--- config.mk ---
export PLATFORM = sky130hd
export DESIGN_NAME = write_buffer_flat
export DESIGN_NICKNAME = d
export VERILOG_FILES = /design/src/rtl/write_buffer_if.sv /design/src/rtl/write_buffer.sv /design/src/flat_wrapper.sv
export SDC_FILE = /design/constraint.sdc
export NUM_CORES = 1
export LEC_CHECK = 0
export ABC_AREA = 0
export CAP_MARGIN = 0
export CORE_ASPECT_RATIO = 0.7
export CORE_UTILIZATION = 30
export DETAILED_ROUTE_END_ITERATION = 8
export MAX_ROUTING_LAYER = met4
export PLACE_DENSITY_LB_ADDON = 0.3
export SLEW_MARGIN = 20
export SYNTH_ARGS = -nofsm -noshare
export SYNTH_HDL_FRONTEND = slang
export SYNTH_SLANG_ARGS = --single-unit
--- constraint.sdc ---
create_clock -name Clock -period 3.2 [get_ports Clock]
set_clock_uncertainty 0.1 [all_clocks]
set_input_delay 0.48 -clock Clock [delete_from_list [all_inputs] [get_ports Clock]]
set_output_delay 0.48 -clock Clock [all_outputs]
set_load 0.02 [all_outputs]
--- src/rtl/write_buffer_if.sv ---
// Processor and bus signal bundle for the posted write buffer.
// master: requester/bus-slave side; slave: the write buffer itself.
interface write_buffer_if;
  logic        WriteData;
  logic        ReadData;
  logic [15:0] DataAddr;
  logic [15:0] DataOut;
  logic [15:0] DataIn;
  logic        DataDone;
  logic        BusRead;
  logic        BusWrite;
  logic [15:0] BusAddr;
  logic [15:0] BusWrData;
  logic [15:0] BusRdData;
  logic        BusDone;
  logic        Full;
  logic        Empty;

  modport master (
    output WriteData, ReadData, DataAddr, DataOut,
    output BusRdData, BusDone,
    input  DataIn, DataDone,
    input  BusRead, BusWrite, BusAddr, BusWrData,
    input  Full, Empty
  );

  modport slave (
    input  WriteData, ReadData, DataAddr, DataOut,
    input  BusRdData, BusDone,
    output DataIn, DataDone,
    output BusRead, BusWrite, BusAddr, BusWrData,
    output Full, Empty
  );
endinterface

--- src/rtl/write_buffer.sv ---
// Posted write buffer: FIFO of DEPTH writes drained to the bus in order,
// reads forwarded from the youngest buffered match, misses wait for drain.
module write_buffer #(
  parameter int DEPTH = 4
) (
  input  logic         Clock,
  input  logic         Reset,
  write_buffer_if.slave io
);

  localparam int AW = (DEPTH > 1) ? $clog2(DEPTH) : 1;
  localparam logic [AW:0] DEPTH_C = (AW+1)'(DEPTH);

  typedef enum logic [1:0] {
    IDLE,
    WR,
    RD
  } state_t;

  state_t state;
  state_t state_nxt;

  logic [15:0] addr_mem [DEPTH];
  logic [15:0] data_mem [DEPTH];

  logic [AW-1:0] rd_ptr;
  logic [AW-1:0] wr_ptr;
  logic [AW:0]   count;

  logic          wr_req;
  logic          rd_req;
  logic          enq;
  logic          deq;
  logic          fwd;
  logic          rd_done;
  logic          hit;
  logic [15:0]   hit_data;
  logic [AW-1:0] slot;

  logic          bus_wr_nxt;
  logic          bus_rd_nxt;
  logic [15:0]   bus_addr_nxt;
  logic [15:0]   bus_wdata_nxt;

  // A request seen while DataDone is high has just been served.
  assign wr_req = io.WriteData && !io.DataDone;
  assign rd_req = io.ReadData && !io.WriteData && !io.DataDone;
  assign enq    = wr_req && (count < DEPTH_C);
  assign fwd    = rd_req && hit;

  // Oldest to youngest scan; the last match wins.
  always_comb begin
    hit      = 1'b0;
    hit_data = '0;
    slot     = '0;
    for (int k = 0; k < DEPTH; k++) begin
      slot = rd_ptr + AW'(k);
      if (((AW+1)'(k) < count) &&
          (addr_mem[slot] == io.DataAddr)) begin
        hit      = 1'b1;
        hit_data = data_mem[slot];
      end
    end
  end

  always_comb begin
    state_nxt     = state;
    bus_wr_nxt    = io.BusWrite;
    bus_rd_nxt    = io.BusRead;
    bus_addr_nxt  = io.BusAddr;
    bus_wdata_nxt = io.BusWrData;
    deq           = 1'b0;
    rd_done       = 1'b0;
    unique case (state)
      IDLE: begin
        if (count != '0) begin
          state_nxt     = WR;
          bus_wr_nxt    = 1'b1;
          bus_addr_nxt  = addr_mem[rd_ptr];
          bus_wdata_nxt = data_mem[rd_ptr];
        end else if (rd_req) begin
          // empty FIFO means no forwarding hit is possible
          state_nxt    = RD;
          bus_rd_nxt   = 1'b1;
          bus_addr_nxt = io.DataAddr;
        end
      end
      WR: begin
        if (io.BusDone) begin
          state_nxt  = IDLE;
          bus_wr_nxt = 1'b0;
          deq        = 1'b1;
        end
      end
      RD: begin
        if (io.BusDone) begin
          state_nxt  = IDLE;
          bus_rd_nxt = 1'b0;
          rd_done    = 1'b1;
        end
      end
      default: state_nxt = IDLE;
    endcase
  end

  always_ff @(posedge Clock) begin
    if (Reset) begin
      state        <= IDLE;
      rd_ptr       <= '0;
      wr_ptr       <= '0;
      count        <= '0;
      io.DataDone  <= 1'b0;
      io.DataIn    <= '0;
      io.BusRead   <= 1'b0;
      io.BusWrite  <= 1'b0;
      io.BusAddr   <= '0;
      io.BusWrData <= '0;
      io.Full      <= 1'b0;
      io.Empty     <= 1'b1;
    end else begin
      state        <= state_nxt;
      io.BusRead   <= bus_rd_nxt;
      io.BusWrite  <= bus_wr_nxt;
      io.BusAddr   <= bus_addr_nxt;
      io.BusWrData <= bus_wdata_nxt;
      if (enq) wr_ptr <= wr_ptr + 1'b1;
      if (deq) rd_ptr <= rd_ptr + 1'b1;
      count <= count + (AW+1)'(enq) - (AW+1)'(deq);
      io.DataDone <= enq || fwd || rd_done;
      if (fwd) begin
        io.DataIn <= hit_data;
      end else if (rd_done) begin
        io.DataIn <= io.BusRdData;
      end
      // flags follow count one cycle later
      io.Full  <= (count == DEPTH_C);
      io.Empty <= (count == '0);
    end
  end

  always_ff @(posedge Clock) begin
    if (enq) begin
      addr_mem[wr_ptr] <= io.DataAddr;
      data_mem[wr_ptr] <= io.DataOut;
    end
  end

endmodule

--- src/flat_wrapper.sv ---
// flat-port wrapper written by rule: the top's interface ports become plain ports
module write_buffer_flat 
#(
  parameter int DEPTH = 4
)
  (Clock, Reset, io_WriteData, io_ReadData, io_DataAddr, io_DataOut, io_BusRdData, io_BusDone, io_DataIn, io_DataDone, io_BusRead, io_BusWrite, io_BusAddr, io_BusWrData, io_Full, io_Empty);
  write_buffer_if io_i ();
  input  logic Clock;
  input  logic Reset;
  input wire logic [$bits(io_i.WriteData)-1:0] io_WriteData;
  input wire logic [$bits(io_i.ReadData)-1:0] io_ReadData;
  input wire logic [$bits(io_i.DataAddr)-1:0] io_DataAddr;
  input wire logic [$bits(io_i.DataOut)-1:0] io_DataOut;
  input wire logic [$bits(io_i.BusRdData)-1:0] io_BusRdData;
  input wire logic [$bits(io_i.BusDone)-1:0] io_BusDone;
  output wire logic [$bits(io_i.DataIn)-1:0] io_DataIn;
  output wire logic [$bits(io_i.DataDone)-1:0] io_DataDone;
  output wire logic [$bits(io_i.BusRead)-1:0] io_BusRead;
  output wire logic [$bits(io_i.BusWrite)-1:0] io_BusWrite;
  output wire logic [$bits(io_i.BusAddr)-1:0] io_BusAddr;
  output wire logic [$bits(io_i.BusWrData)-1:0] io_BusWrData;
  output wire logic [$bits(io_i.Full)-1:0] io_Full;
  output wire logic [$bits(io_i.Empty)-1:0] io_Empty;
  assign io_i.WriteData = io_WriteData;
  assign io_i.ReadData = io_ReadData;
  assign io_i.DataAddr = io_DataAddr;
  assign io_i.DataOut = io_DataOut;
  assign io_i.BusRdData = io_BusRdData;
  assign io_i.BusDone = io_BusDone;
  assign io_DataIn = io_i.DataIn;
  assign io_DataDone = io_i.DataDone;
  assign io_BusRead = io_i.BusRead;
  assign io_BusWrite = io_i.BusWrite;
  assign io_BusAddr = io_i.BusAddr;
  assign io_BusWrData = io_i.BusWrData;
  assign io_Full = io_i.Full;
  assign io_Empty = io_i.Empty;
  write_buffer #(.DEPTH(DEPTH)) u_core (.Clock(Clock), .Reset(Reset), .io(io_i));
endmodule
==> qor.csv <==
metric;value;unit
result of the run;finished, violations left;
violated checks;setup timing;
Worst Path Buf+Inv;4;
insertion delay of the later-clocked pin in the worst-skew pair;460;ps
fmax;0.3065;GHz
clock transition time at the flip-flop clock pins of the worst setup and hold paths;80;ps
Slowest Stage Delay on Critical Path;630;ps
number of global-route vias before repair;8639;
global-route wire length before repair;56200;um
element type at the critical path start;register;
Initial DRT Pass Iterations;5;
worst setup path start;u_core.rd_ptr[1];
width of the die;235.1;um
number of hold violations in the final report;0;
Setup crit end kind;register;
post-detailed-route via-to-cell ratio;5.363;
number of standard cells after synthesis;1024;
count of antenna-violating nets left after detailed routing;0;
remaining design rule violation count;0;
leakage power of the design;5.031;nW
GRT Residual Overflow;0;
kind of path behind the tightest hold check;register to register;
H-tree depth reported by CTS;4;
crit path max fanout;7;
cell at the root of the clock tree;clkbuf_16;
total global-route track usage;20.07;%
headroom to the max-slew limit;31.19;%
final worst slack;-62.87;ps
clock buffer depth;2;
layout cells sized above 1;24.14;%
chip height;165.2;um
Primary FF master, synth;edfxtp_1;
instance area at placement;13630;um2
clock sinks;192;
max-slew violation count;0;
Pwr per Cell Area;618.9;nW/um2
post-synthesis net count;1089;
die area;38840;um2
number of different library cells in the post-synthesis netlist;63;
largest delay contributor family on the critical path;simple AND/OR/NAND/NOR gates;
IO Pins;106;
Port Buf Inserts;105;
Final setup viols;11;
mean post-synth cell area;11.14;um2
area delta synth->final;30.14;%
required time worst endpoint;3450;ps
starting utilization of the core area;30.61;%
pin count of the biggest net entering global routing;75;
CP Class;register to register;
final weighted congestion in routability-driven placement;0.9513;
data arrival time of the worst path;3510;ps
clock buffers created by TritonCTS;17;
most used cell along the critical path;buf_12;
Max-Cap Viols;0;
wire per inst;22.46;um
1st-iter DRT viols;925;
Worst Max-Slew Pin Slew;1032;ps
cell-by-cell listing of the critical path;buf_8, buf_12, mux2i_4, xnor2_2, nor4b_2, o2111ai_1, or4_4, a41oi_4, buf_12, clkbuf_16, a211oi_2, a311oi_1;
number of synthesized flops with an enable pin;128;
async set-reset flop share out of synthesis;0;%
share of the cycle needed by the critical path after routing;102.0;%
Final Routed Wirelength;38450;um
min Tclk post-route;3263;ps
vias after detailed routing;9181;
post-route standard cell area excluding fillers;14850;um2
number of warning messages in the yosys log;0;
post-detailed-placement half-perimeter wirelength;27620;um
Std-Cell Rows;59;
start point of the worst min-delay path;u_core.io.BusWrData[13];
CTS tree;yes;
post-synth design cell area;11410;um2
fraction of the yosys area taken by sequential cells;44.91;%
register bit total from synthesis;192;
placed cell count;1651;
CTS hold repair buffers;0;
Floorplan Core Area;37280;um2
non-filler cells, final;1712;
Crit-path slowest cell;or4_4;
Reg-to-Reg Start;u_core.rd_ptr[1];
Worst VDD drop;0.3812;mV
# nets final;1274;
unrepaired setup endpoints after global routing;true;
antenna violations before repair;1;
worst setup slack after placement;-346.4;ps
-- placed cells by master (no fill, tap or decap), types with 10 or more instances in the layout --
| cell | Yosys | final |
|---|---|---|
| mux2i_1 | 117 | 104 |
| ha_1 | 11 | 11 |
| nand2_1 | 118 | 118 |
| and3_1 | 17 | 17 |
| clkbuf_16 | 0 | 21 |
| a211oi_1 | 23 | 15 |
| and3b_1 | 16 | 16 |
| buf_4 | 7 | 120 |
| mux4_2 | 40 | 40 |
| o21ai_1 | 10 | 10 |
| xnor2_1 | 43 | 38 |
| a31oi_1 | 18 | 18 |
| dfxtp_1 | 64 | 60 |
| o21ai_0 | 37 | 37 |
| nor2_1 | 60 | 58 |
| edfxtp_1 | 128 | 128 |
| inv_1 | 14 | 14 |
| clkdlybuf4s50_1 | 0 | 104 |
| xor2_1 | 21 | 19 |
| a311oi_1 | 24 | 24 |
| a21oi_1 | 55 | 54 |
| buf_12 | 2 | 14 |
| mux2_2 | 19 | 18 |
-- worst min-delay path: stages (launching register included) --
cell     delay [ps]
dfxtp_1         310
nand2_1          50
a21oi_1          50
-- per-stage QoR --
step                      utilization, %  TNS, ps  hold WS, ps  power [mW]
after global placement             36.56    -2087        346.3       6.942
after floorplan                        -        0        326.7       5.429
after CTS                          38.19        0        360.1       9.091
after detailed placement           36.56    -4947        349.5       6.953
final                              39.84   -260.8        356.5       9.192
after global routing               39.83    -1301        394.1       9.643
-- where the power goes --
part	switching [mW]	total, mW	internal, mW	leakage (nW)
Combinational	2.13	3.65	1.52	3.06
Sequential	0.315	3.40	3.08	1.70
Clock	1.07	2.14	1.07	0.276
-- flip-flops by register name (all words and copies together) (netlist names), named ones only --
signal,flops
u_core.addr_mem,64
u_core.count,3
u_core.data_mem,64
u_core.io.BusAddr,16
u_core.io.BusRead,1
u_core.io.BusWrData,16
u_core.io.BusWrite,1
u_core.io.DataDone,1
u_core.io.DataIn,16
u_core.io.Empty,1
u_core.io.Full,1
u_core.rd_ptr,2
u_core.state,2
u_core.wr_ptr,2
-- layout make-up --
class,count,area (um2)
Fill cell,3527,22430
Multi-Input combinational cell,731,6030
Sequential cell,192,5140
Timing Repair Buffer,253,2441
Tap cell,488,610.6
Clock buffer,18,450.4
Clock inverter,14,122.6
Inverter,14,52.55
Antenna cell,2,5.005
-- final timing paths --
kind         depth (start not counted)  slack, ps                 endpoint
max                                 12        -60      u_core.io.DataIn[9]
min                                  2        360  u_core.io.BusWrData[13]
max reg2reg                         12        -60      u_core.io.DataIn[9]
min reg2reg                          2        360  u_core.io.BusWrData[13]
-- routing by layer --
layer | vias to the layer above | GRT usage, % | routed length (um)
li1 | 4253 | - | -
met1 | 4551 | 29.76 | 19380
met2 | 342 | 27.91 | 15870
met3 | 35 | 3.557 | 2657
met4 | 0 | 4.815 | 552
met5 | - | - | 0
-- logic make-up after synthesis --
| family | share of synthesized area (%) |
|---|---|
| AOI/OAI and AO/OA | 13.29 |
| xor gates and xnor gates | 4.912 |
| adders and majority gates | 1.381 |
| buffers and inverters | 4.594 |
| DFF | 44.91 |
| muxes | 20.03 |
| and+or+nand+nor | 10.89 |
-- Yosys cell counts (all sizes together) (9+ instances only) --
cell	count	share of area, %
a211oi	23	1.5
a21oi	55	2.4
a311oi	29	2.5
a31oi	18	0.99
and2	9	0.49
and3	17	0.93
and3b	16	1.2
buf	51	2.9
clkbuf	36	1.2
dfxtp	64	11
edfxtp	128	34
ha	11	1.2
inv	14	0.46
mux2	19	1.9
mux2i	117	10
mux4	40	7.9
nand2	118	3.9
nand4	9	0.49
nor2	60	2.0
o21ai	47	2.1
xnor2	43	3.3
xor2	21	1.6
-- what timing repair did --
item,CTS,global route
cloned,0,4
setup endpoints to repair,17,17
setup buffers,0,23
gates resized for setup,10,61
pin swaps,1,26
No activity file was read; power rests on OpenSTA's default activity.
